==> config.mk <==
export PLATFORM = sky130hd
export DESIGN_NAME = load_store_unit
export DESIGN_NICKNAME = d
export VERILOG_FILES = /design/src/rtl/load_store_unit.sv
export SDC_FILE = /design/constraint.sdc
export NUM_CORES = 1
export LEC_CHECK = 0
export CELL_PAD_IN_SITES_DETAIL_PLACEMENT = 1
export CELL_PAD_IN_SITES_GLOBAL_PLACEMENT = 2
export CORE_UTILIZATION = 30
export CTS_BUF_LIST = sky130_fd_sc_hd__clkbuf_4
export CTS_CLUSTER_SIZE = 28
export DETAILED_ROUTE_END_ITERATION = 8
export GPL_TIMING_DRIVEN = 0
export PLACE_DENSITY = 0.85
export SYNTH_ARGS = -nofsm -noshare
export SYNTH_HDL_FRONTEND = slang
export SYNTH_SLANG_ARGS = --single-unit
==> constraint.sdc <==
create_clock -name CLK -period 2.3 [get_ports CLK]
set_clock_uncertainty 0.05 [all_clocks]
set_input_delay 0.345 -clock CLK [delete_from_list [all_inputs] [get_ports CLK]]
set_output_delay 0.345 -clock CLK [all_outputs]
set_load 0.02 [all_outputs]
==> src/rtl/load_store_unit.sv <==
// RV64I load/store sequencer: doubleword-aligned memory accesses, lane extract/extend, RMW for sub-word stores.
// Latency: fault 1, sd 2, load MEM_LATENCY+1, sb/sh/sw MEM_LATENCY+2; busy requests are dropped, no response backpressure.
module load_store_unit #(
  parameter int MEM_LATENCY = 1,
  parameter int ADDR_W      = 64
) (
  input  logic              CLK,
  input  logic              RST,
  input  logic              req_valid,
  output logic              req_ready,
  input  logic              req_write,
  input  logic [2:0]        req_funct3,
  input  logic [ADDR_W-1:0] req_addr,
  input  logic [63:0]       req_wdata,
  output logic              resp_valid,
  output logic [63:0]       resp_rdata,
  output logic              resp_misaligned,
  output logic [ADDR_W-1:0] mem_raddress,
  output logic [ADDR_W-1:0] mem_waddress,
  output logic [63:0]       mem_datain,
  output logic              mem_wr,
  input  logic [63:0]       mem_dataout
);

  typedef enum logic [1:0] {IDLE, RD_WAIT, WRITE, RESP} state_t;

  state_t            state, state_nx;
  logic              wr_q;
  logic [2:0]        f3_q;
  logic [ADDR_W-1:0] addr_q;
  logic [63:0]       wdata_q;
  logic [2:0]        cnt;
  logic              accept;
  logic              fault_in;
  logic [ADDR_W-1:0] aligned_in;
  logic [ADDR_W-1:0] aligned_q;

  function automatic logic is_fault(input logic wr, input logic [2:0] f3, input logic [2:0] off);
    logic bad;
    case (f3[1:0])
      2'b01:   bad = off[0];
      2'b10:   bad = |off[1:0];
      2'b11:   bad = |off;
      default: bad = 1'b0;
    endcase
    if (wr && f3[2]) bad = 1'b1;
    if (!wr && f3 == 3'b111) bad = 1'b1;
    return bad;
  endfunction

  function automatic logic [63:0] extract(input logic [63:0] dw, input logic [2:0] off, input logic [2:0] f3);
    logic [63:0] s;
    logic [63:0] r;
    s = dw >> {off, 3'b000};
    case (f3[1:0])
      2'b00:   r = f3[2] ? {56'd0, s[7:0]}  : {{56{s[7]}}, s[7:0]};
      2'b01:   r = f3[2] ? {48'd0, s[15:0]} : {{48{s[15]}}, s[15:0]};
      2'b10:   r = f3[2] ? {32'd0, s[31:0]} : {{32{s[31]}}, s[31:0]};
      default: r = s;
    endcase
    return r;
  endfunction

  function automatic logic [63:0] merge(input logic [63:0] dw, input logic [63:0] wd,
                                        input logic [2:0] off, input logic [2:0] f3);
    logic [63:0] m;
    case (f3[1:0])
      2'b00:   m = 64'h0000_0000_0000_00FF;
      2'b01:   m = 64'h0000_0000_0000_FFFF;
      2'b10:   m = 64'h0000_0000_FFFF_FFFF;
      default: m = 64'hFFFF_FFFF_FFFF_FFFF;
    endcase
    m = m << {off, 3'b000};
    return (dw & ~m) | ((wd << {off, 3'b000}) & m);
  endfunction

  assign req_ready  = (state == IDLE);
  assign accept     = req_valid && req_ready;
  assign fault_in   = is_fault(req_write, req_funct3, req_addr[2:0]);
  assign aligned_in = {req_addr[ADDR_W-1:3], 3'b000};
  assign aligned_q  = {addr_q[ADDR_W-1:3], 3'b000};

  always_ff @(posedge CLK or negedge RST) begin
    if (!RST) state <= IDLE;
    else      state <= state_nx;
  end

  always_comb begin
    state_nx = state;
    case (state)
      IDLE: begin
        if (accept) begin
          if (fault_in)                                 state_nx = RESP;
          else if (req_write && req_funct3 == 3'b011)   state_nx = WRITE;
          else                                          state_nx = RD_WAIT;
        end
      end
      RD_WAIT: if (cnt == 3'd1) state_nx = wr_q ? WRITE : RESP;
      WRITE:   state_nx = RESP;
      RESP:    state_nx = IDLE;
      default: state_nx = IDLE;
    endcase
  end

  // Outputs are registered on the edge that enters the state they belong to,
  // so the read word is consumed straight off mem_dataout at the capture edge.
  always_ff @(posedge CLK or negedge RST) begin
    if (!RST) begin
      resp_valid      <= 1'b0;
      resp_rdata      <= '0;
      resp_misaligned <= 1'b0;
      mem_raddress    <= '0;
      mem_waddress    <= '0;
      mem_datain      <= '0;
      mem_wr          <= 1'b0;
      cnt             <= '0;
      wr_q            <= 1'b0;
      f3_q            <= '0;
      addr_q          <= '0;
      wdata_q         <= '0;
    end else begin
      resp_valid <= (state_nx == RESP);
      mem_wr     <= (state_nx == WRITE);
      case (state)
        IDLE: begin
          if (accept) begin
            wr_q    <= req_write;
            f3_q    <= req_funct3;
            addr_q  <= req_addr;
            wdata_q <= req_wdata;
            if (fault_in) begin
              resp_misaligned <= 1'b1;
            end else if (req_write && req_funct3 == 3'b011) begin
              mem_waddress <= aligned_in;
              mem_datain   <= req_wdata;
            end else begin
              mem_raddress <= aligned_in;
              cnt          <= 3'(MEM_LATENCY);
            end
          end
        end
        RD_WAIT: begin
          cnt <= cnt - 3'd1;
          if (cnt == 3'd1) begin
            if (wr_q) begin
              mem_waddress <= aligned_q;
              mem_datain   <= merge(mem_dataout, wdata_q, addr_q[2:0], f3_q);
            end else begin
              resp_rdata      <= extract(mem_dataout, addr_q[2:0], f3_q);
              resp_misaligned <= 1'b0;
            end
          end
        end
        WRITE:   resp_misaligned <= 1'b0;
        default: ;
      endcase
    end
  end

endmodule

After elaboration in Yosys (flattened, before gate mapping)
Cells that the tools add are included.
- flip-flop bits (word level): 393
- bits of input ports: 199
- output and inout port bits: 260
- word-level logic and storage cells: 100
- add/sub/neg operators: 1
- equality and inequality tests: 21
- shift operators: 3
- multiplexer cells: 38
- bitwise operators: 7
- reduce and logical (&&, ||, !) cells: 17
- operators by type and width (operator ; number):
    64-bit two-way mux ; 16
    64-bit one-hot mux with 3 select lines ; 2
    64-bit one-hot mux with 2 select lines ; 2
    64-bit AND ; 2
    64-bit by 6-bit << shifter with 64-bit output ; 2
    64-bit inverter ; 1
    64-bit bitwise OR ; 1
    64-bit by 6-bit >> shifter with 64-bit output ; 1
    2-bit equality test (second input constant) ; 7
    2-bit inequality test (second input constant) ; 5
    3-bit two-way mux ; 3
    2-bit two-way mux ; 4
    2-bit one-hot mux with 4 select lines ; 1
    4-bit AND reduction ; 2
    1-bit two-way mux ; 7
    2-bit by 1-bit equality test with 1-bit output (second input constant) ; 3
    2-bit by 1-bit inequality test with 1-bit output (second input constant) ; 3
    1-bit one-hot mux with 3 select lines ; 2
    3-bit one-hot mux with 2 select lines ; 1
    6-bit AND reduction ; 1
    5-bit AND reduction ; 1
    1-bit logical AND ; 4
    2-bit logical NOT ; 2
    3-bit by 1-bit equality test with 1-bit output (second input constant) ; 1
    11 further kinds ; 13

Longest topological paths before layout
Gate-level depths: netlist of the first run.
- depth after elaboration: 12
- gate-level depth with buffers: 11
- gate-level depth less buffers: 7

Worst setup path before layout of the first run
No wires, ideal clock.
- path type: reg-to-reg
- start point: register state[0]
- end point: register mem_datain[27]
- setup time: 0.125 ns
- data arrival time: 2.141 ns
- required time: 2.125 ns
- slack: -0.016 ns
- cell stages (with the launch flop): 11
- buffers on the path: 4
- clock period less this slack: 2.316 ns
- cells stage by stage: dfrtp_1 -> inv_1 -> ha_1 -> clkbuf_2 -> and2_1 -> clkbuf_1 -> a21oi_2 -> nor2_1 -> buf_2 -> buf_6 -> mux2_2
- longest elaborated chain between the ends: 4
- elaborated cells on any way between the ends: 11
- classes of those cells: eq/ne (6); mux (1); reduce/logical (4)
- ends and longest elaborated chain (what ; line ; RTL):
    start, declared ; 27 ; state_t state, state_nx;
    start signal, assigned ; 85 ; else state <= state_nx;
    2-bit logical NOT (*) ; 77 ; assign req_ready = (state == IDLE);
    via req_ready ; 10 ; output logic req_ready,
    1-bit logical AND ; 78 ; assign accept = req_valid && req_ready;
    2-bit by 1-bit inequality test with 1-bit output (no line) ; n/a ;
    6-bit AND reduction (no line) ; n/a ;
    end signal, assigned ; 135 ; mem_datain <= req_wdata;
    end signal, assigned ; 147 ; mem_datain <= merge(mem_dataout, wdata_q, addr_q[2:0], f3_q);
    end, declared ; 20 ; output logic [63:0] mem_datain,
Mark *: on every way through the listed nets, which the timed path passes. The rest lies on a longest branch.
A chain may end at the register's enable or synchronous reset.

Worst setup path after layout of the first run
- start point: register f3_q[1]
- end point: register mem_datain[11]
- longest elaborated chain between the ends: 12
- elaborated cells on any way between the ends: 15
- classes of those cells: eq/ne (2); shift (1); mux (7); bitwise (4); reduce/logical (1)
- ends and longest elaborated chain (what ; line ; RTL):
    start, declared ; 29 ; logic [2:0] f3_q;
    start signal, assigned ; 128 ; f3_q <= req_funct3;
    2-bit equality test (tied with other cells) ; 67 ; case (f3[1:0])
    64-bit one-hot mux with 3 select lines (*) ; 67 ;
    64-bit two-way mux (*) ; 145 ; if (wr_q) begin
    64-bit two-way mux (*) ; 144 ; if (cnt == 3'd1) begin
    64-bit two-way mux (*) ; 124 ; case (state)
    64-bit by 6-bit << shifter with 64-bit output (*) ; 73 ; m = m << {off, 3'b000};
    64-bit inverter ; 74 ; return (dw & ~m) | ((wd << {off, 3'b000}) & m);
    64-bit AND ; 74 ;
    64-bit bitwise OR (*) ; 74 ;
    64-bit two-way mux (*) ; 145 ;
    64-bit two-way mux (*) ; 144 ;
    64-bit one-hot mux with 2 select lines (*) ; 124 ;
Every way passes the cells marked *; elsewhere a longest branch is shown, timed or not. The select of a mux whose other input is x is not followed.

==> summary.md, run 1 <==
| Metric | Value |
|---|---|
| Status | finished with violations |
| Failing checks | setup timing |
| H-tree depth | 3 |
| Share of layout cells above drive strength 1 | 31.9% |
| Chip width | 264 um |
| Top post-synthesis cells by count | dfrtp_1 (390), mux2_2 (257), mux2i_1 (211) |
| Worst Max-Slew Pin Slew | 913 ps |
| GR Util met1 | 33.4% |
| Root buf cell | clkbuf_4 |
| Starting Density | 30.6% |
| Initial antenna violation count | 14 |
| IO Pins | 459 |
| Crit path kind | reg2reg |
| R2R Setup Slk | -30 ps |
| Die area | 69,900 um2 |
| Largest net degree at the start of global routing | 113 |
| First-pass GRT wire length | 146,000 um |
| M3 GR Usage | 8.49% |
| Most Crowded Layer GR | met2 |
| Per-cell routed wire length | 29.5 um |
| Asr flop ratio synth | 100% |
| Final WL | 104,000 um |
| Dominant cells by area after synthesis | dfrtp_1 (47%), mux2_2 (14%), mux2i_1 (10%) |
| Core Region | 67,600 um2 |
| Placed Instance Area | 26,400 um2 |
| Post-Syn Instances | 1,881 |
| Slack of the critical path | -32.1 ps |
| Vias/cell | 5.52 |
| Clock Pin Slew Worst Setup and Hold Paths | 60 ps |
| DRT antenna net count | 0 |
| Remaining DRCs | 0 |
| Cell Area, Synth | 20,700 um2 |
| CTS sink cnt | 390 |
| Worst EP required | 3030 ps |
| Gr ovfl total | 0 |
| Total track usage | 28.8% |
| Post-synth EDFFs | 0 |
| Tmin final | 2330 ps |
| Ys flop type | dfrtp_1 |
| Final period util | 101% |
| Max IR drop VDD | 0.909 mV |
| Syn. warnings | 0 |
| Syn_area_per_cell | 11.0 um2 |
| Via Count | 19,500 |
| CTS Buf Count | 109 |
| Worst reg2reg path depth | 6 |
| Worst rel slew slack | 39.2% |
| Worst hold path type | in2async |
| Num rows | 95 |
| Post-synth top area cell | dfrtp_1 |
| Final core utilization | 44.8% |
| CTS tree | done |
| Setup violators final | 9 |
| Pre-antenna DRT Iters | 5 |
| Worst Path Arrival | 3060 ps |
| Setup_tns | -93.0 ps |
| F_max | 0.429 GHz |
| Worst-path fanout max | 10 |
| Non-Filler Cell Area, Final | 30,300 um2 |
| Worst Setup End Kind | register |
| Port bufs | 452 |
| Clock latency on the worst-skew pair | 960 ps |
| Met2 Usage GRT | 48.0% |
| DP HPWL | 77,700 um |
| DP Cell Count | 3,214 |
| Slew Viols, Final | 0 |
| Seq/Total Area, Yosys | 47.2% |
| Most common cell in the netlist | dfrtp_1 |
| Final hold vios | 0 |
| CTS max path bufs | 3 |
| Iteration-0 DRC Markers | 1,170 |
| Setup crit start kind | register |
| RSZ-0062 raised after global routing | yes |
| Die height | 264 um |
| Non-Filler Instances | 3,523 |
| Max Cap Violations | 0 |
| Top cell type's share of synthesized area | 47.2% |
| Routability cong. | 0.985 |
| Hold WS | 34.4 ps |
| Yosys cell types | 75 |
| P_leak | 12.7 nW |
| Seq cells post-synth | 390 |
| Area growth syn-to-layout | 46.7% |
| Power per cell area | 1670 nW/um2 |
| Nets | 2,770 |
| Number of global-route vias before repair | 21,000 |
state kept, by name, indices dropped and copies added, names as in the netlist:
name / count
mem_datain: 64
resp_misaligned: 1
resp_rdata: 64
mem_wr: 1
cnt: 3
mem_waddress: 61
state: 2
f3_q: 3
addr_q: 64
wdata_q: 64
wr_q: 1
mem_raddress: 61
resp_valid: 1
report_power, final:
group / total [mW] / internal [mW] / switching (mW)
sequential: 13.0 / 10.3 / 2.68
combinational: 31.1 / 13.0 / 18.1
clock: 6.39 / 3.04 / 3.35
total: 50.5 / 26.3 / 24.2
layout make-up:
| type | count | area (um2) |
|---|---|---|
| Sequential cell | 390 | 9760 |
| Inverter | 24 | 97.6 |
| Tap cell | 873 | 1090 |
| Multi-Input combinational cell | 1310 | 10900 |
| Antenna cell | 5 | 12.5 |
| Buffer | 157 | 1430 |
| Timing Repair Buffer | 573 | 5660 |
| Clock inverter | 41 | 209 |
| Fill cell | 7353 | 37300 |
| Clock buffer | 150 | 1130 |
through the flow:
step	setup WS [ps]	power [mW]
floorplan	40.3	27.9
global placement	-16240	39.4
detailed placement	-1080	40.2
CTS	-42.5	48.1
global route	-84.7	52.8
finish	-32.1	50.5
layer usage:
| layer | vias to the layer above | routed length [um] |
|---|---|---|
| met3 | 268 | 8500 |
| li1 | 8327 | - |
| met5 | - | 106 |
| met2 | 919 | 50000 |
| met1 | 9923 | 39800 |
| met4 | 18 | 5620 |
worst paths after layout:
check                                                  start                            to
worst max-delay path                     f3_q[1]$_DFFE_PN0P_    mem_datain[11]$_DFFE_PN0P_
worst max register to register           f3_q[1]$_DFFE_PN0P_    mem_datain[11]$_DFFE_PN0P_
min in group CLK                               req_wdata[20]       wdata_q[20]$_DFFE_PN0P_
worst min-delay path                                     RST    resp_rdata[33]$_DFFE_PN0P_
max in group asynchronous                                RST  mem_raddress[20]$_DFFE_PN0P_
worst min register to register  mem_raddress[53]$_DFFE_PN0P_  mem_raddress[53]$_DFFE_PN0P_
cell usage in the layout (no fill, tap or decap), types with 9 or more instances in the layout:
| cell type | Yosys | routed |
|---|---|---|
| dlygate4sd3_1 | 0 | 49 |
| nand3_1 | 15 | 14 |
| buf_12 | 0 | 23 |
| clkdlybuf4s50_1 | 0 | 209 |
| a21oi_1 | 176 | 111 |
| buf_8 | 2 | 12 |
| dlygate4sd2_1 | 0 | 238 |
| a211oi_1 | 19 | 12 |
| o211ai_1 | 17 | 17 |
| o22a_1 | 9 | 9 |
| dfrtp_1 | 390 | 388 |
| a21oi_2 | 2 | 63 |
| mux2i_4 | 0 | 11 |
| o2bb2ai_1 | 12 | 9 |
| o21ai_1 | 1 | 11 |
| mux2i_1 | 211 | 191 |
| buf_6 | 20 | 22 |
| clkinv_1 | 1 | 27 |
| inv_1 | 22 | 19 |
| a22oi_1 | 25 | 20 |
| clkbuf_2 | 2 | 34 |
| clkbuf_16 | 0 | 10 |
| mux2_2 | 257 | 253 |
| o21ai_0 | 81 | 59 |
| nor2b_1 | 29 | 26 |
| nand2_1 | 133 | 129 |
| mux2i_2 | 0 | 9 |
| buf_2 | 43 | 17 |
| nor2_1 | 115 | 110 |
| clkbuf_4 | 0 | 176 |
| buf_4 | 25 | 72 |
| a31oi_1 | 70 | 61 |
| o21ai_2 | 2 | 12 |
| mux4_2 | 10 | 10 |
worst max-delay path, cell delays in order (launching register included):
cell,delay (ps)
dfrtp_1,360
buf_2,180
or3_1,380
and2_1,330
clkbuf_4,280
o211ai_1,460
a31oi_4,140
kinds of logic (layout without fill, tap and decap cells):
group                      after synthesis  after routing  share of synthesized area (%)
AOI/OAI and AO/OA                      479            479                           14.6
muxes                                  479            479                           25.4
DFF                                    390            390                           47.2
and+or+nand+nor                        340            340                           7.48
buffers and inverters                  186            945                           4.94
adders and majority gates                6              6                          0.363
other                                    1             11                         0.0181
repair_timing:
action,CTS,global route
pin swaps,13,14
hold buffers,49,0
gates resized for setup,510,189
gates cloned,1,10
buffers inserted,47,11
endpoints found under the setup margin,619,241
endpoints found under the hold margin,182,0
Power figures use the tool's default switching activity.
==> inputs of run 2 (changes only) <==
CAP_MARGIN = 40   (was default)
GPL_ROUTABILITY_DRIVEN = 0   (was default)
==> summary.md, run 2 (same netlist as run 1, synthesis figures left out) <==
| Metric | Value |
|---|---|
| Status | finished with violations |
| Failing checks | setup timing |
| Worst hold path type | in2reg |
| Setup_tns | -210 ps |
| Remaining DRCs | 0 |
| Worst EP required | 3050 ps |
| Via Count | 19,700 |
| First-pass GRT wire length | 142,000 um |
| DP Cell Count | 3,216 |
| Area growth syn-to-layout | 42.2% |
| Slew Viols, Final | 0 |
| Starting Density | 30.6% |
| IO Pins | 459 |
| Die area | 69,900 um2 |
| Final WL | 99,600 um |
| CTS max path bufs | 3 |
| Core Region | 67,600 um2 |
| Final hold vios | 0 |
| Crit-path slowest cell | a211oi_1 |
| Number of global-route vias before repair | 20,700 |
| Crit path kind | reg2reg |
| Max IR drop VDD | 0.702 mV |
| R2R Setup Slk | -50 ps |
| Gr ovfl total | 0 |
| Power per cell area | 1660 nW/um2 |
| Worst rel slew slack | 36.1% |
| H-tree depth | 3 |
| Clock Pin Slew Worst Setup and Hold Paths | 90 ps |
| DP HPWL | 75,300 um |
| Non-Filler Instances | 3,488 |
| CP bufs+invs | 2 |
| Largest net degree at the start of global routing | 116 |
| DRT antenna net count | 0 |
| CTS Buf Count | 108 |
| Chip width | 264 um |
| Setup crit start kind | register |
| CP peak stage delay | 570 ps |
| CTS sink cnt | 390 |
| Cell with the most instances on the worst path | buf_2 |
| Slack of the critical path | -49.2 ps |
| Root buf cell | clkbuf_4 |
| # fillers | 7,418 |
| Share of layout cells above drive strength 1 | 28.9% |
| Most common cell after layout, fill and taps aside | dfrtp_1 |
| Clock latency on the worst-skew pair | 900 ps |
| Final period util | 102% |
| Place WS | -901 ps |
| Vias/cell | 5.63 |
| CTS tree | done |
| Pre-antenna DRT Iters | 5 |
| Worst-path fanout max | 10 |
| Crit-path leading delay family | compound AO/OA/AOI/OAI gates |
| CP cell instances | buf_2 > a211oi_1 > or3b_1 > buf_2 > a211oi_2 > o2bb2ai_2 > mux2_4 |
| Die height | 264 um |
| Worst Path Arrival | 3100 ps |
| Max Cap Violations | 0 |
| Placed Instance Area | 26,400 um2 |
| Worst Max-Slew Pin Slew | 959 ps |
| Tmin final | 2350 ps |
| Nets | 2,732 |
| Initial antenna violation count | 18 |
| Worst Setup End Kind | register |
| Port bufs | 452 |
| Commonest non-fill, non-tap cells in the layout | dfrtp_1 (388), mux2_2 (246), clkdlybuf4s50_1 (226) |
| Non-Filler Cell Area, Final | 29,400 um2 |
| P_leak | 12.4 nW |
| Iteration-0 DRC Markers | 1,759 |
| Setup violators final | 10 |
| Final core utilization | 43.5% |
| F_max | 0.426 GHz |
| RSZ-0062 raised after global routing | yes |
| Num rows | 95 |
| Per-cell routed wire length | 28.5 um |
| Total track usage | 27.5% |
==> run 2: final cells by class <==
cell class,count,area (um2),share of cell area (%)
inverter,24,95.1,0.324
multi-input combinational,1310,10500,35.8
tap,873,1090,3.72
timing repair buffer,536,5240,17.8
buffer,157,1310,4.44
clock buffer,158,1190,4.04
antenna,12,30.0,0.102
clock inverter,28,149,0.507
sequential,390,9760,33.2
==> run 2: where the power goes <==
part	internal [mW]	switching (mW)
combinational	12.2	17.0
clock	3.16	3.25
sequential	10.3	2.74
==> run 2: worst paths after layout <==
path | startpoint | depth (start not counted) | end
worst max-delay path | f3_q[1]$_DFFE_PN0P_ | 7 | mem_datain[23]$_DFFE_PN0P_
worst min-delay path | req_wdata[55] | 2 | wdata_q[55]$_DFFE_PN0P_
worst max register to register | f3_q[1]$_DFFE_PN0P_ | 7 | mem_datain[23]$_DFFE_PN0P_
worst min register to register | mem_raddress[6]$_DFFE_PN0P_ | 1 | mem_raddress[6]$_DFFE_PN0P_
max in group asynchronous | RST | 4 | addr_q[4]$_DFFE_PN0P_
min in group asynchronous | RST | 2 | resp_rdata[60]$_DFFE_PN0P_
==> run 2: stage by stage <==
step,hold WS (ps),power (mW)
finish,58.8,48.6
floorplan,-0.591,27.9
global route,13.5,50.8
detailed placement,439,39.8
global placement,428,38.9
CTS,1.20,46.8
==> run 2: repair_timing <==
item	CTS	global route
buffers inserted	20	19
pin swaps	10	9
hold buffers	32	0
resized for setup	420	135
gates cloned	1	7
setup endpoints to repair	580	275
hold endpoints to repair	158	0
==> run 2: routing by layer <==
metal	routed length (um)	GRT usage, %	part of all wire, %	vias up
li1	-	-	-	8254
met2	47100	45.8	47	1162
met4	5260	13.0	5.3	20
met5	123	0	0.12	-
met3	9900	8.14	9.9	331
met1	37200	32.4	37	9885
